<file path="src/rtl/uart_rx_capture.sv">
`default_nettype none
// ============================================================================
// Module   : uart_rx_capture
// Purpose  : 8N1 UART receiver feeding a byte FIFO with a valid/ready output.
//            It reports framing errors, parity errors and FIFO overruns as
//            one-cycle pulses, and keeps a saturating dropped-byte counter.
// Macro    : UART_RX_PARITY_EN - when defined, frames are 8E1 and an even
//            parity bit is checked after data bit 7.
// Revision : 1.0 - initial release
// ============================================================================
module uart_rx_capture #(
    parameter int CLOCKS_PER_BIT = 16,
    parameter int FIFO_DEPTH     = 8
) (
    input  logic       clk,
    input  logic       rst,
    input  logic       rx,
    output logic [7:0] out_data,
    output logic       out_valid,
    input  logic       out_ready,
    output logic       frame_err,
    output logic       parity_err,
    output logic       overrun,
    output logic [7:0] overrun_count,
    output logic       busy
);

    localparam int c_CNT_W = $clog2(CLOCKS_PER_BIT);
    localparam int c_PTR_W = $clog2(FIFO_DEPTH) + 1;
    localparam int c_IDX_W = c_PTR_W - 1;

    localparam logic [c_CNT_W-1:0] c_CNT_FULL = c_CNT_W'(CLOCKS_PER_BIT - 1);
    localparam logic [c_CNT_W-1:0] c_CNT_HALF = c_CNT_W'(CLOCKS_PER_BIT / 2 - 1);
    localparam logic [c_CNT_W-1:0] c_CNT_ONE  = c_CNT_W'(1);
    localparam logic [c_PTR_W-1:0] c_PTR_ONE  = c_PTR_W'(1);

    typedef enum logic [2:0] {
        S_IDLE   = 3'd0,
        S_START  = 3'd1,
        S_DATA   = 3'd2,
        S_PARITY = 3'd3,
        S_STOP   = 3'd4,
        S_BREAK  = 3'd5
    } state_t;

    // ------------------------------------------------------------------
    // Registers and their next-state values
    // ------------------------------------------------------------------
    logic               rx_meta_q, rx_meta_d;
    logic               rx_s_q,    rx_s_d;
    state_t             state_q,   state_d;
    logic [c_CNT_W-1:0] cnt_q,     cnt_d;
    logic [2:0]         bit_idx_q, bit_idx_d;
    logic [7:0]         shift_q,   shift_d;
    logic               frame_err_q,  frame_err_d;
    logic               parity_err_q, parity_err_d;
    logic               overrun_q,    overrun_d;
    logic [7:0]         ovr_cnt_q,    ovr_cnt_d;
    logic [c_PTR_W-1:0] wr_ptr_q,  wr_ptr_d;
    logic [c_PTR_W-1:0] rd_ptr_q,  rd_ptr_d;
    logic [7:0]         last_q,    last_d;
    logic [7:0]         mem_q [FIFO_DEPTH];
    logic [7:0]         mem_d [FIFO_DEPTH];
`ifdef UART_RX_PARITY_EN
    logic               par_bad_q, par_bad_d;
`endif

    logic               w_tick;
    logic               w_push;
    logic               w_byte_ok;
    logic               w_empty;
    logic               w_full;
    logic               w_pop;
    logic               w_wr_en;
    logic [c_IDX_W-1:0] w_wr_idx;
    logic [c_IDX_W-1:0] w_rd_idx;

    assign w_tick = (cnt_q == '0);

`ifdef UART_RX_PARITY_EN
    assign w_byte_ok = ~par_bad_q;
`else
    assign w_byte_ok = 1'b1;
`endif

    // Receive FSM: synchroniser, bit timing, shift register and error pulses
    always_comb begin
        rx_meta_d    = rx;
        rx_s_d       = rx_meta_q;
        state_d      = state_q;
        cnt_d        = cnt_q;
        bit_idx_d    = bit_idx_q;
        shift_d      = shift_q;
        frame_err_d  = 1'b0;
        parity_err_d = 1'b0;
        w_push       = 1'b0;
`ifdef UART_RX_PARITY_EN
        par_bad_d    = par_bad_q;
`endif
        case (state_q)
            S_IDLE: begin
                if (!rx_s_q) begin
                    state_d = S_START;
                    cnt_d   = c_CNT_HALF;
                end
            end
            S_START: begin
                if (!w_tick) begin
                    cnt_d = cnt_q - c_CNT_ONE;
                end else if (rx_s_q) begin
                    // Start bit did not survive to mid-bit: treat as a glitch.
                    state_d = S_IDLE;
                end else begin
                    state_d   = S_DATA;
                    bit_idx_d = 3'd0;
                    cnt_d     = c_CNT_FULL;
`ifdef UART_RX_PARITY_EN
                    par_bad_d = 1'b0;
`endif
                end
            end
            S_DATA: begin
                if (!w_tick) begin
                    cnt_d = cnt_q - c_CNT_ONE;
                end else begin
                    shift_d = {rx_s_q, shift_q[7:1]};
                    cnt_d   = c_CNT_FULL;
                    if (bit_idx_q == 3'd7) begin
`ifdef UART_RX_PARITY_EN
                        state_d = S_PARITY;
`else
                        state_d = S_STOP;
`endif
                    end else begin
                        bit_idx_d = bit_idx_q + 3'd1;
                    end
                end
            end
`ifdef UART_RX_PARITY_EN
            S_PARITY: begin
                if (!w_tick) begin
                    cnt_d = cnt_q - c_CNT_ONE;
                end else begin
                    // Even parity: data bits plus parity bit must XOR to zero.
                    par_bad_d    = ^{shift_q, rx_s_q};
                    parity_err_d = ^{shift_q, rx_s_q};
                    state_d      = S_STOP;
                    cnt_d        = c_CNT_FULL;
                end
            end
`endif
            S_STOP: begin
                if (!w_tick) begin
                    cnt_d = cnt_q - c_CNT_ONE;
                end else if (rx_s_q) begin
                    w_push  = w_byte_ok;
                    state_d = S_IDLE;
                end else begin
                    frame_err_d = 1'b1;
                    state_d     = S_BREAK;
                end
            end
            S_BREAK: begin
                // Hold here until the line returns high so a stuck-low line
                // reports only one framing error.
                if (rx_s_q) begin
                    state_d = S_IDLE;
                end
            end
            default: state_d = S_IDLE;
        endcase
    end

    assign w_wr_idx = wr_ptr_q[c_IDX_W-1:0];
    assign w_rd_idx = rd_ptr_q[c_IDX_W-1:0];
    assign w_empty  = (wr_ptr_q == rd_ptr_q);
    assign w_full   = (wr_ptr_q[c_PTR_W-1] != rd_ptr_q[c_PTR_W-1]) &&
                      (w_wr_idx == w_rd_idx);
    assign w_pop    = ~w_empty & out_ready;
    // A pop in the same cycle frees a slot, so a full FIFO still accepts.
    assign w_wr_en  = w_push & (~w_full | w_pop);

    // FIFO storage, pointers, last-popped byte and overrun accounting
    always_comb begin
        mem_d = mem_q;
        if (w_wr_en) begin
            mem_d[w_wr_idx] = shift_q;
        end
        wr_ptr_d  = w_wr_en ? (wr_ptr_q + c_PTR_ONE) : wr_ptr_q;
        rd_ptr_d  = w_pop   ? (rd_ptr_q + c_PTR_ONE) : rd_ptr_q;
        last_d    = w_pop   ? mem_q[w_rd_idx] : last_q;
        overrun_d = w_push & w_full & ~w_pop;
        ovr_cnt_d = ovr_cnt_q;
        if (overrun_d && (ovr_cnt_q != 8'hFF)) begin
            ovr_cnt_d = ovr_cnt_q + 8'd1;
        end
    end

    // Control and status registers
    always_ff @(posedge clk or posedge rst) begin
        if (rst) begin
            rx_meta_q    <= 1'b1;
            rx_s_q       <= 1'b1;
            state_q      <= S_IDLE;
            cnt_q        <= '0;
            bit_idx_q    <= 3'd0;
            shift_q      <= 8'h00;
            frame_err_q  <= 1'b0;
            parity_err_q <= 1'b0;
            overrun_q    <= 1'b0;
            ovr_cnt_q    <= 8'h00;
            wr_ptr_q     <= '0;
            rd_ptr_q     <= '0;
            last_q       <= 8'h00;
`ifdef UART_RX_PARITY_EN
            par_bad_q    <= 1'b0;
`endif
        end else begin
            rx_meta_q    <= rx_meta_d;
            rx_s_q       <= rx_s_d;
            state_q      <= state_d;
            cnt_q        <= cnt_d;
            bit_idx_q    <= bit_idx_d;
            shift_q      <= shift_d;
            frame_err_q  <= frame_err_d;
            parity_err_q <= parity_err_d;
            overrun_q    <= overrun_d;
            ovr_cnt_q    <= ovr_cnt_d;
            wr_ptr_q     <= wr_ptr_d;
            rd_ptr_q     <= rd_ptr_d;
            last_q       <= last_d;
`ifdef UART_RX_PARITY_EN
            par_bad_q    <= par_bad_d;
`endif
        end
    end

    // FIFO data array; contents are only observable through valid pointers
    always_ff @(posedge clk) begin
        mem_q <= mem_d;
    end

    assign out_valid     = ~w_empty;
    assign out_data      = w_empty ? last_q : mem_q[w_rd_idx];
    assign frame_err     = frame_err_q;
    assign parity_err    = parity_err_q;
    assign overrun       = overrun_q;
    assign overrun_count = ovr_cnt_q;
    assign busy          = (state_q != S_IDLE);

endmodule
`default_nettype wire

</file>
<file path="config.mk">
export PLATFORM = sky130hd
export DESIGN_NAME = uart_rx_capture
export DESIGN_NICKNAME = d
export VERILOG_FILES = /design/src/rtl/uart_rx_capture.sv
export SDC_FILE = /design/constraint.sdc
export NUM_CORES = 1
export LEC_CHECK = 0
export CORE_MARGIN = 5
export CORE_UTILIZATION = 45
export DETAILED_ROUTE_END_ITERATION = 8
export PLACE_DENSITY = 0.65
export SLEW_MARGIN = 20
export SYNTH_ARGS = -nofsm -noshare
export SYNTH_HDL_FRONTEND = slang
export SYNTH_SLANG_ARGS = --single-unit
</file>
<file path="constraint.sdc">
create_clock -name clk -period 2.4 [get_ports clk]
set_input_delay 0.48 -clock clk [delete_from_list [all_inputs] [get_ports clk]]
set_output_delay 0.48 -clock clk [all_outputs]
set_load 0.01 [all_outputs]
</file>
* Word level (Yosys, flattened, before mapping)
Cells that the tools add are included.
Word-level totals: register bits after elaboration 110, bits of input ports 4, output and inout bits 21, logic and storage cells 102
Operators by class: add/sub/neg operators 5, magnitude comparators 3, equal/unequal tests 19, mux-type cells 33, bitwise operators 10, reduce and logical (&&, ||, !) cells 12
Operators with widths (count):
- bitwise mux 64 bit | 1
- two-way mux 3 bit | 11
- two-way mux 8 bit | 4
- binary-select mux 8 bit (select 3 bit) | 1
- demux 8 bit (select 3 bit) | 1
- two-way mux 4 bit | 5
- inequality test 2 bit, second input constant | 9
- case mux 4 bit (4 select lines) | 1
- case mux 3 bit (5 select lines) | 1
- == test 3 bit, second input constant | 3
- adder 4 x 1 -> 4 bit, second input constant | 2
- adder 8 x 1 -> 8 bit, second input constant | 1
- greater-or-equal comparator 4 bit, second input constant | 2
- inequality test 8 bit, second input constant | 1
- NOT 3 -> 4 bit | 2
- two-way mux 1 bit | 6
- case mux 3 bit (2 select lines) | 1
- AND reduction 6 bit | 1
- AND reduction 5 bit | 1
- AND 1 bit | 4
- == test 4 bit | 1
- logical NOT 4 bit | 1
- < comparator 4 x 1 -> 1 bit, second input constant | 1
- AND reduction 4 bit | 1
- other kinds (16) | 20

* Logic depth before layout (Yosys ltp)
Gate-level depths: netlist (run 1).
depth after elaboration 6, depth in mapped cells 8, gate-level depth less buffers 7

* Worst setup path after synthesis (run 1)
No wires, ideal clock.
kind register to register, from reg cnt_q[0], to reg mem_q[24] in the netlist's numbering (enable), library setup time 0.398 ns, arrival time 2.290 ns, data required time 2.002 ns, setup slack -0.288 ns, stages on the path, launching flop included 7, buffers on the path 0, period minus slack after synthesis 2.688 ns, path through dfrtp_1 inv_1 ha_1 nor3b_2 nand3_1 nand2b_1 nor4b_1
Between the ends: word-level cells in the longest chain between the ends 4
Ends and longest elaborated chain:
- from (decl) | line 52 | logic [c_CNT_W-1:0] cnt_q, cnt_d;
- from (signal assigned) | line 222 | cnt_q <= cnt_d;
- logical NOT 4 bit | line 78 | assign w_tick = (cnt_q == '0);
- two-way mux 1 bit | line 153 | if (!w_tick) begin
- two-way mux 1 bit | line 100 | case (state_q)
- AND 1 bit | line 181 | assign w_wr_en = w_push & (~w_full | w_pop);
- to (signal assigned) | line 240 | mem_q <= mem_d;
- to (decl) | line 62 | logic [7:0] mem_q [FIFO_DEPTH];
No other way between the ends. A chain may end at the register's enable or synchronous reset.

* Worst setup path after layout (run 1)
from reg rd_ptr_q[0], to out out_data[4]
Between the ends: word-level cells in the longest chain between the ends 5, elaborated cells between the ends (all ways) 6, those cells by class eq/ne (1); mux (4); bitwise (1)
Ends and longest elaborated chain:
- from (decl) | line 60 | logic [c_PTR_W-1:0] rd_ptr_q, rd_ptr_d;
- from (signal assigned) | line 230 | rd_ptr_q <= rd_ptr_d;
- NOT 3 -> 4 bit (implied by the code) | line 244 | assign out_data = w_empty ? last_q : mem_q[w_rd_idx];
- binary-select mux 8 bit (select 3 bit) | line 244
- two-way mux 8 bit (implied by the code) (2 in a row) | line 244
- two-way mux 8 bit * | line 244
- to (decl) | line 18 | output logic [7:0] out_data,
Mark *: on every way between the ends. The rest lies on a longest branch, timed or not. The select of a mux whose other input is x is not followed.

==> flow_metrics.env, run 1 <==
export IMPL_gr_usage_all_layers=0.149
export IMPL_area_growth_pct=18.3
export IMPL_cts_buffers=9
export IMPL_synth_area_sq_um=4700
export IMPL_cts_buffer_depth=2
export IMPL_ant_nets=0
export IMPL_power_frac_seq=0.435
export IMPL_synth_compound_area_share=0.0559
export IMPL_cts_tree="built"
export IMPL_io_pins=25
export IMPL_drcViolationCount=0
export IMPL_die_area_sq_um=12600
export IMPL_crit_arrival_ns=1.96
export IMPL_design_area_sq_um=5560
export IMPL_synth_largest_area_cell="edfxtp_1"
export IMPL_drive_gt1_frac=0.278
export IMPL_hold_path_class="flip-flop to flip-flop"
export IMPL_fp_dieH_um=112
export IMPL_post_place_ws_ns=0.0252
export IMPL_path_class="flip-flop to output pin"
export IMPL_ir_worst_vdd_uv=409
export IMPL_antenna_found_initial=0
export IMPL_hold_viol_final=0
export IMPL_final_core_util=0.541
export IMPL_worstPathMaxFanout=3
export IMPL_maxSlewViolCount=0
export IMPL_port_buffers=23
export IMPL_die_w_um=112
export IMPL_pwr_density_cell_nw_per_um2=938
export IMPL_gp_congestion=0.743
export IMPL_synth_top_area_share=0.409
export IMPL_grt_pass1_wl_um=14900
export IMPL_clockPowerShare=0.218
export IMPL_p_leak_nw=2.16
export IMPL_synth_seq_cells=110
export IMPL_synth_top_family_by_area="multiplexers"
export IMPL_gr_total_overflow=0
export IMPL_layout_common_cells="64 x edfxtp_1, 44 x dfrtp_1, 27 x buf_4, 24 x nor2_1, 21 x nand2_1"
export IMPL_cts_root_buf="clkbuf_8"
export IMPL_core_rowCount=37
export IMPL_cap_violations=0
export IMPL_p_sw_mw=1.62
export IMPL_start_util=0.458
export IMPL_clk_pin_slew_ns=0.11
export IMPL_routedWlPerCell_um=17.2
export IMPL_status="finished, violations left"
export IMPL_grt_pass1_vias=2852
export IMPL_synth_mux_area_frac=0.125
export IMPL_finalClockSkew_ns=0.0130
export IMPL_placed_cell_area_sq_um=5290
export IMPL_wl_um=8750
export IMPL_grt_start_max_net_pins=47
export IMPL_clkSinkCount=110
export IMPL_maxSlewHeadroom=0.636
export IMPL_start_kind="flip-flop"
export IMPL_crit_required_ns=1.92
export IMPL_swShare=0.310
export IMPL_pwr_share_comb=0.347
export IMPL_worst_pin_slew_ns=0.541
export IMPL_setup_viol=5
export IMPL_drtPass1Iterations=5
export IMPL_synthXorXnorAreaFrac=0.0317
export IMPL_synth_warnings=0
export IMPL_synth_area_per_cell_sq_um=14.9
export IMPL_synth_nets=325
export IMPL_rsz0062_at_grt="yes"
export IMPL_nNetsFinal=379
export IMPL_async_flop_share=0.418
export IMPL_detailed_place_hpwl_um=5660
export IMPL_finalWorstSetupSlack_ns=-0.0433
export IMPL_htree_levels=3
export IMPL_seq_area_frac_synth=0.654
export IMPL_failed_checks="setup timing"
export IMPL_drtIter0Drc=141
export IMPL_vias_per_cell=5.31
export IMPL_coreArea_sq_um=10300
export IMPL_intPower_mw=3.60
export IMPL_synthAdderAreaFrac=0.0160
export IMPL_synth_edff_count=64
export IMPL_synthFlopType="edfxtp_1"
export IMPL_crit_path_end_kind="output pin"
export IMPL_clock_latency_ns=0.36
export IMPL_cts_hold_buf=0
export IMPL_vias=2709
export IMPL_period_needed_ns=2.44
export IMPL_final_common_cell="edfxtp_1"
export IMPL_fin_crit_sh=1.02
export IMPL_insertedDiodeCount=0
export IMPL_yosys_area_share_simple=0.0953
export IMPL_fmax_mhz=409
export IMPL_synth_cell_types=48
export IMPL_netlist_instances=315
export IMPL_netlist_top_cells_area="edfxtp_1 41%, dfrtp_1 23%, mux4_2 7.7%"
==> logic make-up after synthesis <==
logic type / count (synthesis)
flops: 110
simple gates: 80
compound gates: 44
mux: 37
buf+inv: 20
xor+xnor: 17
fa+ha+maj: 6
other cells: 1
==> worst paths after layout <==
kind	start	endpoint	slack, ns	cells past startpoint
worst max-delay path	rd_ptr_q[0]	out_data[4]	-0.04	6
worst min-delay path	rx_meta_q	rx_s_q	0.39	0
worst max register to register	cnt_q[0]	overrun_count[1]	0.22	6
worst min register to register	rx_meta_q	rx_s_q	0.39	0
max in group asynchronous	rst	rx_s_q	1.64	3
min in group asynchronous	rst	overrun_count[0]	0.46	3
==> what timing repair did <==
item,in CTS,in global routing
cloned,1,0
endpoints found under the setup margin,9,14
pin swaps,6,7
endpoints found under the hold margin,0,0
setup buffers,7,1
gates resized for setup,41,10
==> per-layer routing <==
metal,wire [um],GRT usage,up-vias,share of wire
li1,-,-,1287,-
met1,3870,0.193,1365,0.44
met2,4450,0.257,46,0.51
met3,316,0.0221,11,0.036
met4,119,0.0521,0,0.014
met5,0,0,-,0
==> synthesized netlist by cell type (5+ instances only) <==
master and instances:
xnor2_1 9, dfrtp_1 44, edfxtp_1 64, nand3_1 7
mux4_2 16, nor2_1 24, xor2_1 8, a21oi_1 13
inv_1 5, mux2i_1 9, o21ai_0 17, clkbuf_1 6
nand2_1 21, ha_1 6, mux2_2 11
==> through the flow <==
step / setup TNS (ns) / total power, mW / instances / hold slack, ns
6_report: -0.122 / 5.22 / 510 / 0.388
5_1_grt: -0.894 / 5.54 / 510 / 0.397
4_1_cts: -0.285 / 5.26 / 512 / 0.392
3_5_place_dp: 0 / 4.03 / 488 / 0.359
3_3_place_gp: 0 / 3.98 / 488 / 0.347
2_1_floorplan: -4.25 / 3.40 / 315 / 0.345
==> worst max-delay path: stages (launching register included) <==
cell and delay (ns):
dfrtp_1 0.44, buf_6 0.14, buf_6 0.11, mux4_2 0.50, mux2i_2 0.19, a21oi_1 0.09
buf_2 0.14
==> power by group through the flow <==
stage	clock network (mW)	registers (mW)	logic (mW)
4_1_cts	1.16	2.26	1.84
6_report	1.14	2.27	1.81
2_1_floorplan	0	2.28	1.13
3_3_place_gp	0	2.30	1.69
3_5_place_dp	0	2.31	1.72
5_1_grt	1.24	2.29	2.01
==> sequential cells by signal, summed over array words and instances, names as in the netlist, 4 cells and up <==
signal and flops:
cnt_q 4, last_q 8, mem_q 64, overrun_count 8
rd_ptr_q 4, shift_q 8, wr_ptr_q 4
==> layout make-up <==
cell class,instances,area (sq um)
fill,848,4710
sequential,110,3080
multi-input combinational,185,1590
timing repair buffer,58,499
tap,136,170
clock buffer,10,128
clock inverter,6,77.6
inverter,5,18.8
(Power assumes the default switching activity.)
==> run 2, diff against run 1 <==
CTS_CLUSTER_DIAMETER = 100   (was not set)
==> results of run 2 <==
No change in the layout: final DEF, timing and power equal those of run 1.
